### config.mk
export PLATFORM = sky130hd
export DESIGN_NAME = hazard_ctrl
export DESIGN_NICKNAME = d
export VERILOG_FILES = /design/src/rtl/pipe_pkg.sv /design/src/rtl/hazard_sat_counter.sv /design/src/rtl/hazard_ctrl.sv
export SDC_FILE = /design/constraint.sdc
export NUM_CORES = 1
export LEC_CHECK = 0
export CAP_MARGIN = 25
export CORE_MARGIN = 5
export CORE_UTILIZATION = 42
export CTS_CLUSTER_SIZE = 25
export DETAILED_ROUTE_END_ITERATION = 7
export PLACE_DENSITY = 0.79
export SLEW_MARGIN = 0
export SYNTH_ARGS = -nofsm -noshare
export SYNTH_HDL_FRONTEND = slang
export SYNTH_SLANG_ARGS = --single-unit
### constraint.sdc
create_clock -name clk -period 3.6 [get_ports clk]
set_input_delay 1.08 -clock clk [delete_from_list [all_inputs] [get_ports clk]]
set_output_delay 1.08 -clock clk [all_outputs]
set_load 0.02 [all_outputs]
### src/rtl/pipe_pkg.sv
// Shared pipeline-control definitions: FSM state type and register-address constants.
package pipe_pkg;

    localparam int unsigned REG_ADDR_W = 5;
    localparam logic [REG_ADDR_W-1:0] REG_ZERO = 5'd0;

    typedef enum logic {
        RUN     = 1'b0,
        MD_WAIT = 1'b1
    } state_t;

endpackage

### src/rtl/hazard_sat_counter.sv
// Parameterised saturating up-counter with enable and asynchronous active-low clear.
module hazard_sat_counter #(
    parameter int unsigned W = 16
) (
    input  logic         clk,
    input  logic         clr_n,
    input  logic         en,
    output logic [W-1:0] count
);

    localparam logic [W-1:0] ONE = 1;

    // Count enabled cycles, holding at all-ones instead of wrapping.
    always_ff @(posedge clk or negedge clr_n) begin
        if (!clr_n) begin
            count <= '0;
        end else if (en && (count != '1)) begin
            count <= count + ONE;
        end
    end

endmodule

### src/rtl/hazard_ctrl.sv
// Pipeline sequencing controller: load-use stalls, jump squashing and
// mult/div freeze, with a saturating stall-cycle counter.
// Optional mult/div wait timeout enabled by defining HAZARD_MD_TIMEOUT_EN.
module hazard_ctrl
    import pipe_pkg::*;
#(
    parameter int unsigned MD_TIMEOUT = 40,
    parameter int unsigned CNT_W      = 16
) (
    input  logic                  clk,
    input  logic                  rst,
    input  logic [REG_ADDR_W-1:0] rs_d,
    input  logic [REG_ADDR_W-1:0] rt_d,
    input  logic                  uses_rt_d,
    input  logic                  jump1_d,
    input  logic [REG_ADDR_W-1:0] rd_x,
    input  logic                  wen_x,
    input  logic                  load_x,
    input  logic                  jump2_x,
    input  logic                  md_start_x,
    input  logic                  md_rdy,
    output logic                  stall_fd,
    output logic                  bubble_dx,
    output logic                  flush_fd,
    output logic                  md_busy,
    output logic                  md_timeout,
    output logic [CNT_W-1:0]      stall_cnt
);

    localparam int unsigned WAIT_W = (MD_TIMEOUT > 1) ? $clog2(MD_TIMEOUT) : 1;
    localparam logic [WAIT_W-1:0] WAIT_ONE = 1;

    state_t            state;
    logic [WAIT_W-1:0] wait_cnt;
    logic              load_use;
    logic              wait_expired;

`ifdef HAZARD_MD_TIMEOUT_EN
    localparam logic [WAIT_W-1:0] WAIT_LAST = WAIT_W'(MD_TIMEOUT - 1);
    logic md_timeout_r;

    assign wait_expired = (wait_cnt == WAIT_LAST);
    assign md_timeout   = md_timeout_r;
`else
    assign wait_expired = 1'b0;
    assign md_timeout   = 1'b0;
`endif

    assign md_busy = (state == MD_WAIT);

    // Load-use match of the execute-stage load against decode read ports; r0 never hazards.
    always_comb begin
        load_use = load_x && wen_x && (rd_x != REG_ZERO) &&
                   ((rd_x == rs_d) || (uses_rt_d && (rd_x == rt_d)));
    end

    // Mealy control outputs, forced low while reset is asserted.
    always_comb begin
        stall_fd  = 1'b0;
        bubble_dx = 1'b0;
        flush_fd  = 1'b0;
        if (rst) begin
            case (state)
                RUN: begin
                    if (jump2_x) begin
                        flush_fd  = 1'b1;
                        bubble_dx = 1'b1;
                    end else if (md_start_x) begin
                        // Issuing instruction advances; freeze starts next cycle.
                    end else if (load_use) begin
                        stall_fd  = 1'b1;
                        bubble_dx = 1'b1;
                    end else if (jump1_d) begin
                        flush_fd  = 1'b1;
                    end
                end
                MD_WAIT: begin
                    if (!md_rdy && !wait_expired) begin
                        stall_fd  = 1'b1;
                        bubble_dx = 1'b1;
                    end
                end
                default: ;
            endcase
        end
    end

    // State and mult/div wait counter; jump2_x and md_start_x are ignored while waiting.
    always_ff @(posedge clk or negedge rst) begin
        if (!rst) begin
            state    <= RUN;
            wait_cnt <= '0;
`ifdef HAZARD_MD_TIMEOUT_EN
            md_timeout_r <= 1'b0;
`endif
        end else begin
            case (state)
                RUN: begin
                    if (!jump2_x && md_start_x) begin
                        state    <= MD_WAIT;
                        wait_cnt <= '0;
                    end
                end
                MD_WAIT: begin
                    if (md_rdy) begin
                        state    <= RUN;
                        wait_cnt <= '0;
                    end else if (wait_expired) begin
                        state    <= RUN;
                        wait_cnt <= '0;
`ifdef HAZARD_MD_TIMEOUT_EN
                        md_timeout_r <= 1'b1;
`endif
                    end else begin
                        wait_cnt <= wait_cnt + WAIT_ONE;
                    end
                end
                default: begin
                    state    <= RUN;
                    wait_cnt <= '0;
                end
            endcase
        end
    end

    hazard_sat_counter #(
        .W (CNT_W)
    ) u_stall_cnt (
        .clk   (clk),
        .clr_n (rst),
        .en    (stall_fd),
        .count (stall_cnt)
    );

endmodule

==> flow_summary.ini <==
[logic_synthesis]
ys_ff_latch = 17
synth.yosys.warnings = 0
number_of_nets_produced_by_synthesis = 130
synth.yosys.seq_area_share = 0.392
post_synth_num_cell_types = 36
synth_top_area_frac = 0.392
synthesis.area_per_instance_um2 = 10.3
synth.largest_area_cell = dfrtp_1
synth_top_cells_by_area = dfrtp_1 39%, xnor2_1 9.7%, xor2_1 8.9%, nor3_2 4.6%, nand3_1 3.7%
yosysMostFrequentCell = dfrtp_1
netlist_area_pre_place_mm2 = 0.00108
postSynthCellCount = 105
synthArstFlopShare = 1.00
synth-main-ff-cell = dfrtp_1
netlist_top_cells_count = 17 x dfrtp_1, 12 x xnor2_1, 11 x xor2_1
edff_count_synth = 0

[worst_setup_path]
sort_of_element_at_the_start_of_the_critical_path = primary input
critPathSlowestCell = clkdlybuf4s50_1
crit_path_cell_trace = clkdlybuf4s50_1 > xnor2_1 > nand4_1 > o22ai_2 > nand2_1 > a31oi_1 > nor3b_1 > buf_2
critPathCaptureType = primary output
critical_path.max_stage_delay_ns = 0.47
worst-path-max-fanout = 2
critical_path_buf_inv_count = 2
cp_top_family = buffers and inverters
worst_ep_required_time_ns = 2.52
crit_type = in -> out
worst-endpoint-arrival_ns = 2.47

[cells_and_area]
num_antenna_cells = 0
area.sequential_um2 = 425
total_area_of_multi_input_combinational_cells_um2 = 637
synthToLayoutAreaGrowth_pct = 51.4
layout.filler_cells = 207
drive_above_1_share = 0.214
nets = 185

[cts]
cts_inserted_buffers = 3
cts.sinks = 17
clk_root_buffer_cell = clkbuf_4
worstSkewPairLatency_ns = 0.29
htree_levels = 1
clk_pin_slew_ns = 0.08
cts_tree = done
largest_buffer_count_on_any_clock_path = 2

[grt]
track_usage = 0.155
grt_pass1_wl_mm = 4.28
globalRouteOverflowTotal = 0
number_of_global_route_vias_before_repair = 989
initial_antenna_violation_count = 0
grt_max_degree = 16

[placed_design]
finalWeightedCongestion = 0.774
port_buffers = 43
dp_hpwl_mm = 2.16

[pwr]
static-leakage-power_nw = 0.791
ir_drop_worst_vdd_uv = 430
report.power.total_mw = 0.540
power.density_mw_per_mm2 = 329

[sta]
fin_hold_ws_ns = 0.500
timing.final.crit_period_ns = 3.55
hold_viol = 0
relative_max_transition_margin = 0.617
worst_clock_skew_ns = 0.0107
worst_pin_slew_ns = 0.571
setup_viol = 0
period_share = 0.985
max_freq_mhz = 282
slew_violations = 0

[worst_hold_path]
min_path_type = reg -> reg

[route]
top_layer_used = met4
number_of_detailed_routing_iterations_run_before_antenna_repair = 4
route.layer.met1.wl_mm = 1.05
route.met3.wl_um = 284
number_of_vias_per_cell_after_detailed_routing = 5.15
via_count = 973
met2WireLength_mm = 1.43
drc_errors = 0
route.detailed.wl_per_inst_um = 14.7
antenna_left = 0
finalWirelength_mm = 2.78
drt-initial-drc-count = 23

[flow_run]
maxCapViolations = 0

[floorplan]
design.die.area_mm2 = 0.00370
fp.dieW_um = 60.8
coreArea_mm2 = 0.00248
io_pins = 45
start_util = 0.438
die_span_y_um = 60.8
placementRows = 18

[run_status]
outcome = completed
==> worst register-to-register path: cells and delay by family, from the launching register on <==
family	cells	cell delay (ns)
DFF	1	0.43
muxes	1	0.32
buffers and inverters	1	0.28
and+or+nand+nor	4	1.11
==> cell usage in the layout, fill, tap and decap left out, types with 4 or more instances in the layout <==
| cell | instances |
|---|---|
| and3_1 | 4 |
| clkdlybuf4s50_1 | 28 |
| nand2_1 | 9 |
| dlymetal6s2s_1 | 7 |
| xnor2_1 | 12 |
| dfrtp_1 | 17 |
| xor2_1 | 11 |
| nand3_1 | 8 |
| nor3_2 | 6 |
| buf_4 | 10 |
==> final timing paths <==
check	from	to	slack, ns	cells past startpoint
worst min-delay path	u_stall_cnt.count[13]	u_stall_cnt.count[13]	0.50	1
min in group asynchronous	rst	u_stall_cnt.count[15]	1.11	2
worst max register to register	u_stall_cnt.count[3]	u_stall_cnt.count[1]	1.36	6
worst min register to register	u_stall_cnt.count[13]	u_stall_cnt.count[13]	0.50	1
max in group asynchronous	rst	u_stall_cnt.count[6]	2.13	3
worst max-delay path	rt_d[3]	flush_fd	0.05	8
==> logic make-up after synthesis <==
family / share of synthesized area
other: 0.00346
and+or+nand+nor: 0.288
DFF: 0.392
adders and majority gates: 0.0115
xor gates and xnor gates: 0.186
AOI/OAI and AO/OA: 0.0565
muxes: 0.0311
buffers and inverters: 0.0311
==> state kept, by name, summed over array words and instances (netlist names) <==
name and count:
md_busy 1, u_stall_cnt.count 16
==> report_power, final <==
group          switching [mW]  total (mW)  internal [mW]  leakage, nW
clock network          0.0558      0.0970         0.0412       0.0177
registers              0.0306       0.246          0.215        0.230
logic                  0.0910       0.198          0.107        0.543
total                   0.177       0.540          0.363        0.791
==> per-layer routing <==
layer | track usage | vias to the layer above
met5 | 0 | -
met4 | 0.0557 | 0
met1 | 0.171 | 468
li1 | - | 469
met3 | 0.0489 | 2
met2 | 0.279 | 34
==> per-stage QoR <==
stage	area (µm²)	setup TNS, ns	setup slack (ns)	utilization	cells
after floorplan	1080	0	0.106	-	105
after global placement	1600	-1.90	-0.690	0.645	184
after detailed placement	1600	-1.99	-0.720	0.645	184
after CTS	1620	0	0.00643	0.656	189
after global routing	1640	-0.00763	-0.00456	0.663	189
final	1640	0	0.0534	0.663	189
==> area by class of cell <==
| cell class | instances | share of cell area |
|---|---|---|
| clock buffer | 3 | 0.0137 |
| tap | 30 | 0.0228 |
| clock inverter | 1 | 0.00305 |
| timing repair buffer | 53 | 0.309 |
| inverter | 2 | 0.00457 |
| multi-input combinational | 83 | 0.388 |
| sequential | 17 | 0.259 |
==> what timing repair did <==
action / 4_1_cts / 5_1_grt
resized for setup: 26 / 11
hold buffers: 0 / 0
gates cloned: 0 / 0
pin swaps: 6 / 15
buffers inserted: 1 / 0
endpoints found under the setup margin: 3 / 2
Note: power is estimated with default switching activity, not from simulation.
